==> config.mk <==
export PLATFORM = sky130hd
export DESIGN_NAME = key_typematic
export DESIGN_NICKNAME = d
export VERILOG_FILES = /design/src/rtl/key_typematic_pkg.sv /design/src/rtl/key_channel.sv /design/src/rtl/key_typematic.sv
export SDC_FILE = /design/constraint.sdc
export NUM_CORES = 1
export LEC_CHECK = 0
export ABC_CLOCK_PERIOD_IN_PS = 2700
export BUFFER_PORTS_ARGS = -buffer_cell sky130_fd_sc_hd__buf_2
export CAP_MARGIN = 20
export CORE_ASPECT_RATIO = 2
export CORE_UTILIZATION = 40
export CTS_CLUSTER_SIZE = 16
export DETAILED_ROUTE_END_ITERATION = 16
export PLACE_DENSITY = 0.63
export SYNTH_ARGS = -nofsm -noshare
export SYNTH_HDL_FRONTEND = slang
export SYNTH_HIERARCHICAL = 1
export SYNTH_SLANG_ARGS = --single-unit
export TNS_END_PERCENT = 30
==> constraint.sdc <==
create_clock -name clk -period 2.7 [get_ports clk]
set_clock_uncertainty 0.15 [all_clocks]
set_input_delay 0.135 -clock clk [delete_from_list [all_inputs] [get_ports clk]]
set_output_delay 0.135 -clock clk [all_outputs]
set_load 0.05 [all_outputs]
==> src/rtl/key_typematic_pkg.sv <==
// Shared types and default key map for the typematic keyboard front end.
package key_typematic_pkg;

  // Per-key auto-repeat state.
  typedef enum logic [1:0] {
    StIdle   = 2'd0,
    StDelay  = 2'd1,
    StRepeat = 2'd2
  } rep_state_e;

  localparam int unsigned DefNkeys      = 5;
  localparam logic [39:0] DefCodes      = {8'h08, 8'h41, 8'h04, 8'h03, 8'h02};
  localparam logic [4:0]  DefRepeatMask = 5'b10111;
  localparam logic [4:0]  DefTypeMask   = 5'b11000;

endpackage

==> src/rtl/key_channel.sv <==
// One key: synchronizer, debouncer, auto-repeat FSM and a registered event pulse.
module key_channel
  import key_typematic_pkg::*;
#(
  parameter int unsigned DEBOUNCE      = 3,
  parameter int unsigned REPEAT_DELAY  = 4,
  parameter int unsigned REPEAT_PERIOD = 2,
  parameter bit          REPEAT_EN     = 1'b1
) (
  input  logic clk,
  input  logic i_arst,
  input  logic i_sclr,
  input  logic i_en,
  input  logic i_key_n,
  output logic o_event
);

  localparam int unsigned DbW   = $clog2(DEBOUNCE + 1);
  localparam int unsigned RpMax = (REPEAT_DELAY > REPEAT_PERIOD) ? REPEAT_DELAY : REPEAT_PERIOD;
  localparam int unsigned RpW   = $clog2(RpMax + 1);
  localparam logic [DbW-1:0] DbLast = DbW'(DEBOUNCE - 1);

  logic [1:0]     r_sync;
  logic           r_deb;
  logic [DbW-1:0] r_db_cnt, w_db_cnt_d;
  rep_state_e     r_state, w_state_d;
  logic [RpW-1:0] r_rep_cnt, w_rep_cnt_d;
  logic           r_event;
  logic           w_sample, w_toggle, w_press, w_release, w_rep_evt;

  assign w_sample  = r_sync[1];
  // The tick that completes DEBOUNCE differing samples flips the level.
  assign w_toggle  = i_en && (w_sample != r_deb) && (r_db_cnt == DbLast);
  assign w_press   = w_toggle && !r_deb;
  assign w_release = w_toggle && r_deb;
  assign o_event   = r_event;

  // Debounce counter: counts consecutive ticks the sample disagrees with the level.
  always_comb begin
    w_db_cnt_d = r_db_cnt;
    if (i_en) begin
      if ((w_sample == r_deb) || w_toggle) w_db_cnt_d = '0;
      else                                 w_db_cnt_d = r_db_cnt + DbW'(1);
    end
  end

  // Repeat FSM next state; a release always wins and suppresses that tick's repeat.
  always_comb begin
    w_state_d   = r_state;
    w_rep_cnt_d = r_rep_cnt;
    w_rep_evt   = 1'b0;
    unique case (r_state)
      StIdle: begin
        if (w_press && REPEAT_EN) begin
          w_state_d   = StDelay;
          w_rep_cnt_d = RpW'(REPEAT_DELAY);
        end
      end
      StDelay, StRepeat: begin
        if (i_en) begin
          if (r_rep_cnt <= RpW'(1)) begin
            w_rep_evt   = 1'b1;
            w_rep_cnt_d = RpW'(REPEAT_PERIOD);
            w_state_d   = StRepeat;
          end else begin
            w_rep_cnt_d = r_rep_cnt - RpW'(1);
          end
        end
      end
      default: begin
        w_state_d   = StIdle;
        w_rep_cnt_d = '0;
      end
    endcase
    if (w_release) begin
      w_state_d   = StIdle;
      w_rep_cnt_d = '0;
      w_rep_evt   = 1'b0;
    end
  end

  // All channel state; synchronous clear mirrors the asynchronous reset.
  always_ff @(posedge clk or posedge i_arst) begin
    if (i_arst) begin
      r_sync    <= '0;
      r_deb     <= 1'b0;
      r_db_cnt  <= '0;
      r_state   <= StIdle;
      r_rep_cnt <= '0;
      r_event   <= 1'b0;
    end else if (i_sclr) begin
      r_sync    <= '0;
      r_deb     <= 1'b0;
      r_db_cnt  <= '0;
      r_state   <= StIdle;
      r_rep_cnt <= '0;
      r_event   <= 1'b0;
    end else begin
      r_sync    <= {r_sync[0], ~i_key_n};
      r_db_cnt  <= w_db_cnt_d;
      if (w_toggle) r_deb <= ~r_deb;
      r_state   <= w_state_d;
      r_rep_cnt <= w_rep_cnt_d;
      r_event   <= w_press || w_rep_evt;
    end
  end

endmodule

==> src/rtl/key_typematic.sv <==
// Multi-key typematic encoder: per-key channels feed a pending set drained lowest index first.
module key_typematic
  import key_typematic_pkg::*;
#(
  parameter int unsigned        NKEYS         = DefNkeys,
  parameter int unsigned        DEBOUNCE      = 3,
  parameter int unsigned        REPEAT_DELAY  = 4,
  parameter int unsigned        REPEAT_PERIOD = 2,
  parameter logic [8*NKEYS-1:0] CODES         = DefCodes,
  parameter logic [NKEYS-1:0]   REPEAT_MASK   = DefRepeatMask,
  parameter logic [NKEYS-1:0]   TYPE_MASK     = DefTypeMask
) (
  input  logic             clk,
  input  logic             i_arst,
  input  logic             i_sclr,
  input  logic             i_en,
  input  logic [NKEYS-1:0] i_key_n,
  input  logic             i_asciiex_rdy,
  output logic [7:0]       o_asciiex,
  output logic             o_type,
  output logic             o_asciiex_en,
  output logic             o_overrun
);

  logic [NKEYS-1:0] w_event, r_pending, w_pending_d, w_sel_oh, w_take, w_drop;
  logic             w_load, w_any;
  logic [7:0]       w_code, r_asciiex;
  logic             w_type, r_type, r_asciiex_en, r_overrun;

  for (genvar k = 0; k < NKEYS; k++) begin : g_chan
    key_channel #(
      .DEBOUNCE      (DEBOUNCE),
      .REPEAT_DELAY  (REPEAT_DELAY),
      .REPEAT_PERIOD (REPEAT_PERIOD),
      .REPEAT_EN     (REPEAT_MASK[k])
    ) u_chan (
      .clk     (clk),
      .i_arst  (i_arst),
      .i_sclr  (i_sclr),
      .i_en    (i_en),
      .i_key_n (i_key_n[k]),
      .o_event (w_event[k])
    );
  end

  assign w_load   = !r_asciiex_en || i_asciiex_rdy;
  // Isolate the lowest set pending bit.
  assign w_sel_oh = r_pending & (~r_pending + NKEYS'(1));
  assign w_any    = |r_pending;
  assign w_take   = w_load ? w_sel_oh : '0;
  // A new event collides only with a pending bit that is not leaving this cycle.
  assign w_drop      = w_event & r_pending & ~w_take;
  assign w_pending_d = (r_pending & ~w_take) | w_event;

  assign o_asciiex    = r_asciiex;
  assign o_type       = r_type;
  assign o_asciiex_en = r_asciiex_en;
  assign o_overrun    = r_overrun;

  // Code and type lookup for the selected key.
  always_comb begin
    w_code = '0;
    w_type = 1'b0;
    for (int k = 0; k < int'(NKEYS); k++) begin
      if (w_sel_oh[k]) begin
        w_code = CODES[8*k +: 8];
        w_type = TYPE_MASK[k];
      end
    end
  end

  // Pending set and output register with valid/ready handshake.
  always_ff @(posedge clk or posedge i_arst) begin
    if (i_arst) begin
      r_pending    <= '0;
      r_asciiex    <= 8'h00;
      r_type       <= 1'b0;
      r_asciiex_en <= 1'b0;
      r_overrun    <= 1'b0;
    end else if (i_sclr) begin
      r_pending    <= '0;
      r_asciiex    <= 8'h00;
      r_type       <= 1'b0;
      r_asciiex_en <= 1'b0;
      r_overrun    <= 1'b0;
    end else begin
      r_pending <= w_pending_d;
      r_overrun <= |w_drop;
      if (w_load) begin
        if (w_any) begin
          r_asciiex    <= w_code;
          r_type       <= w_type;
          r_asciiex_en <= 1'b1;
        end else begin
          r_asciiex_en <= 1'b0;
        end
      end
    end
  end

endmodule

Word-level counts from Yosys, hierarchy flattened
Index checks and enable logic that the tools add are counted.
{"block": "totals", "memories": 0, "latch_bits": 0, "output_inout_bits": 11, "rom_bits": 0, "mem_bits_rw": 0, "regBits": 71}
{"block": "op_classes", "bitwise": 17, "n_mul": 0, "shifts": 0, "add_sub_neg": 11, "n_reduce_logical": 68, "n_div": 0, "n_lt_le_gt_ge": 5, "n_eq_ne": 40, "n_mux": 132}
{"operator": "$mux 2", "n": 45}
{"operator": "$mux 3", "n": 24}
{"operator": "$mux 8", "n": 7}
{"operator": "$mux 1", "n": 44}
{"operator": "$ne 4x2->1 const B", "n": 9}
{"operator": "$pmux 3 s2", "n": 5}
{"operator": "$and 5x5->5", "n": 4}
{"operator": "$eq 2x2->1 const B", "n": 10}
{"operator": "$logic_and 1x1->1", "n": 20}
{"operator": "$ne 4x3->1 const B", "n": 5}
{"operator": "$pmux 2 s2", "n": 5}
{"operator": "$reduce_bool 2->1", "n": 8}
{"operator": "$le 3x1->1 const B", "n": 5}
{"operator": "$reduce_and 3->1", "n": 5}
{"operator": "$sub 3x1->3 const B", "n": 5}
{"operator": "$reduce_and 2->1", "n": 6}
{"operator": "$logic_or 1x1->1", "n": 11}
{"operator": "$add 2x1->2 const B", "n": 5}
{"operator": "$eq 2x1->1 const B", "n": 5}
{"operator": "$logic_not 2->1", "n": 5}
{"operator": "$mux 5", "n": 2}
{"operator": "$not 1->1", "n": 10}
{"operator": "$not 5->5", "n": 2}
{"operator": "$reduce_or 2->1", "n": 5}
{"operator": "other kinds (7)", "n": 21}

Depth between registers and ports, before layout
{"block": "depth", "ltp_word": 11, "depth_mapped": 6, "depth_no_buf": 6}

Hierarchy
The synthesis kept the hierarchy.
{"module": "key_channel (g_chan[0].u_chan ...)", "cells_each": 70, "instances": 3, "area_each_um2": 685.7, "seq_area_each_um2": 275.3}
{"module": "key_typematic", "cells_each": 69, "instances": 1, "area_each_um2": 656.9, "seq_area_each_um2": 325.3}
{"module": "key_channel (g_chan[2].u_chan)", "cells_each": 69, "instances": 1, "area_each_um2": 641.9, "seq_area_each_um2": 275.3}
{"module": "key_channel (g_chan[3].u_chan)", "cells_each": 22, "instances": 1, "area_each_um2": 265.3, "seq_area_each_um2": 150.1}

Worst setup path before layout
No wires, ideal clock.
{"block": "synth_path", "path_kind": "register -> register", "start": "reg g_chan[2].u_chan.r_state[0]", "end": "reg g_chan[2].u_chan.r_rep_cnt[0]", "required_time_ps": 2474, "period_less_slack_ps": 1997, "stages_incl_launch_ff": 7, "slack_ps": 703, "arrival_time_ps": 1771, "cell_sequence": "dfrtp_1 > inv_1 > ha_1 > or2_2 > o2111a_2 > or4_1 > o21ai_1"}
{"block": "synth_via", "elab_chain_cells": 5, "word_cells_on_any_way": 10, "cone_classes": "4 x eq/ne; 3 x mux; 3 x reduce/logical"}
{"item": "start, declared", "line_no": "key_channel.sv:26", "rtl": "rep_state_e r_state, w_state_d;"}
{"item": "start signal, assigned", "line_no": "key_channel.sv:88", "rtl": "r_state <= StIdle;"}
{"item": "start signal, assigned", "line_no": "key_channel.sv:95", "rtl": "r_state <= StIdle;"}
{"item": "start signal, assigned", "line_no": "key_channel.sv:102", "rtl": "r_state <= w_state_d;"}
{"item": "$eq 2x1->1 / $eq 2x2->1 (equally long branches)", "line_no": "key_channel.sv:52", "rtl": "unique case (r_state)"}
{"item": "$reduce_or 2->1", "line_no": "key_channel.sv:52"}
{"item": "$pmux 3 s2", "line_no": "key_channel.sv:52"}
{"item": "$mux 3", "line_no": "key_channel.sv:75", "rtl": "if (w_release) begin"}
{"item": "$mux 3", "line_no": "key_channel.sv:91", "rtl": "end else if (i_sclr) begin"}
{"item": "end signal, assigned", "line_no": "key_channel.sv:103", "rtl": "r_rep_cnt <= w_rep_cnt_d;"}
{"item": "end, declared", "line_no": "key_channel.sv:27", "rtl": "logic [RpW-1:0] r_rep_cnt, w_rep_cnt_d;"}
Several ways; a longest one is shown, not always the timed one.
A chain may end at the register's enable or synchronous reset.

Worst setup path after layout
Same ends and word-level chain as after synthesis.

==> impl_metrics.toml <==
[routing]
wire_per_inst_um = 14.3
drtIter0Drc = 95
antenna_left = 0
via_count = 2742
dr.pass1.iters = 5
vias_per_cell = 5.42
drt-total-wl_mm = 7.24
drc = 0

[synth]
synth_cells = 370
synth_compound_area_share_pct = 19.4
synthDistinctLibCells = 57
synthTopCellsByArea = "dfrtp_1 (44%), ha_1 (7.3%), inv_1 (3.8%)"
synth_fa_ha_area_share_pct = 7.26
yosysTopAreaCell = "dfrtp_1"
synth_edf_count = 0
ys_warn_count = 6
synth.avg_cell_area_um2 = 9.79
synth_xor_area_share_pct = 1.94
async_flop_share_pct = 100
synth_area_um2 = 3620
synthTopCellsByCount = "dfrtp_1 (63), inv_1 (37), nand2_1 (35)"
synth-seq-area-share_pct = 43.5
yosysMostFrequentCell = "dfrtp_1"
synth_top_family_by_area = "simple AND/OR/NAND/NOR gates"
synthMuxAreaShare_pct = 0.276
synthSimpleGateAreaFrac_pct = 21.4
synth_ff_type = "dfrtp_1"
synth_top_area_share_pct = 43.5
ys_ff_latch = 63

[cts]
htree_levels = 3
numCtsBuffers = 9
cts_tree = "yes"
cts.path.max_buffers = 2
cts-root-buf = "clkbuf_16"
postCtsSetupBuffers = 0
insertion_delay_ps = 320
cts.sinks = 63
clk_pin_slew_ps = 50

[setup_path]
critical_path.max_stage_delay_ps = 500
worstPathMaxFanout = 8
worstSetupPathType = "reg -> reg"
critPathCaptureType = "flip-flop"
cp.arrival_ps = 2220
startpoint_type = "flip-flop"
worstPathRequired_ps = 2800
crit_slowest_cell = "or4_1"
rr_startpoint = "g_chan[2].u_chan/r_state[0]"
critPathLaunch = "g_chan[2].u_chan/r_state[0]"
path_cells = "inv_1, ha_1, or2_2, o2111a_2, or4_1, o21ai_1"

[global_route]
grt_pass1_wl_mm = 12.3
first_global_vias = 2732
grt_overflow = 0
grt_max_degree = 33
grt_usage_pct = 16.0
antenna_found_initial = 0

[layout]
fill_cells = 819
n_antenna_cell = 0
synthToLayoutAreaGrowth_pct = 15.2
layout-drive-gt1-share_pct = 15.3
layout.nets = 432

[status]
status = "finished, final reports clean"

[run]
maxCapViolCount = 0

[power]
power.leakage_uw = 0.00188
power_uw = 3900
p_per_area_nw_per_um2 = 935
irDropWorstVdd_mv = 0.346

[timing]
max_freq_mhz = 471
max-slew-margin-rel_pct = 53.6
setup_viol = 0
fin_ws_ps = 577
finalMaxSlewViolations = 0
timing.setup.tns_ps = 0
worstMarginPinSlew_ps = 695
rsz0062_at_grt = "no"
min_period_over_period_pct = 78.6
min_period_ps = 2120
hold_viol_final = 0

[die]
core_area_um2 = 8710
die_area_um2 = 9460
io_pins = 21
die_x_um = 69.3
fp-row-count = 48
start_util_pct = 41.6
die_h_um = 137

[placement]
place_ws_ps = 603
portBuffers = 17
place_hpwl_mm = 5.35
globalplace.congestion = 0.773

[hold_path]
worstHoldStart = "i_en"
hold_path.class = "in -> reg"
-- layout make-up --
cell class                 count  area (µm²)  share of cell area (%)
multi-input combinational    260        1830                    43.9
inverter                      40         150                    3.60
tap                          100         125                    3.00
sequential                    63        1580                    37.8
timing repair buffer          27         175                    4.20
clock buffer                  10         229                    5.49
clock inverter                 6        85.1                    2.04
-- state kept, by name, summed over array words and instances, names as in the netlist, 5 cells and up --
signal,count
g_chan.u_chan/r_rep_cnt,12
g_chan.u_chan/r_db_cnt,10
g_chan.u_chan/r_sync,10
g_chan.u_chan/r_state,8
g_chan.u_chan/o_event,5
g_chan.u_chan/r_deb,5
o_asciiex,5
r_pending,5
-- cells by family (layout without fill, tap and decap cells) --
kind of cell,count (synthesis),count (layout)
other,1,3
adder cells (fa/ha/maj),21,21
multiplexers,1,1
AND/OR/NAND/NOR,134,134
buffers and inverters,49,83
AO/OA/AOI/OAI,93,93
flip-flops,63,63
XOR/XNOR,8,8
-- power by group --
part | leakage [µW] | switching, µW | internal (µW)
clock | 0.000148 | 408 | 804
combinational | 0.000873 | 825 | 611
sequential | 0.000854 | 141 | 1110
total | 0.00188 | 1370 | 2530
-- through the flow --
step,util (%),instance area (µm²),hold WS [ps],cells
6_report,47.9,4170,183,506
5_1_grt,47.9,4170,205,506
4_1_cts,47.9,4170,176,506
3_5_place_dp,43.6,3800,-7.47,484
3_3_place_gp,43.6,3800,-12.3,484
2_1_floorplan,-,3630,-224,372
-- critical path: cells and delay by family, from the launching register on --
| kind | cells | cell delay, ps |
|---|---|---|
| AND/OR/NAND/NOR | 2 | 790 |
| flip-flops | 1 | 350 |
| adder cells (fa/ha/maj) | 1 | 350 |
| AO/OA/AOI/OAI | 2 | 340 |
| buffers and inverters | 1 | 60 |
-- what timing repair did --
action	4_1_cts	5_1_grt
gates resized for setup	0	0
hold buffers	6	0
endpoints found under the hold margin	68	0
-- cells in the final DEF, fill, tap and decap left out, types with 4 or more instances in the layout --
master / n
a211oi_1: 5
a21oi_1: 26
a31oi_1: 5
buf_2: 17
buf_4: 4
clkbuf_16: 9
dfrtp_1: 63
dlygate4sd3_1: 6
ha_1: 21
inv_1: 37
nand2_1: 35
nand2b_1: 4
nand3_1: 6
nand4b_1: 5
nor2_1: 28
nor2b_1: 16
o21ai_0: 8
o21ai_1: 4
o21ba_1: 6
o21bai_1: 6
o22ai_1: 4
o2bb2ai_1: 4
or4_1: 7
xnor2_1: 5
-- metal layers --
layer  track usage, %  routed length [µm]
met2             30.8                4010
met1             16.7                2920
met5                0                   0
met4             6.69                 160
met3             3.09                 155
-- worst paths after layout --
kind / end / slack [ps] / depth (start not counted)
setup / recovery: g_chan[2].u_chan/r_rep_cnt[0] / 580 / 6
hold / removal: g_chan[3].u_chan/r_deb / 180 / 3
setup reg to reg: g_chan[2].u_chan/r_rep_cnt[0] / 580 / 6
hold reg to reg: g_chan[4].u_chan/r_sync[1] / 310 / 1
max in group asynchronous: o_asciiex[3] / 1720 / 3
min in group asynchronous: g_chan[3].u_chan/o_event / 200 / 3
Power figures use the tool's default switching activity.
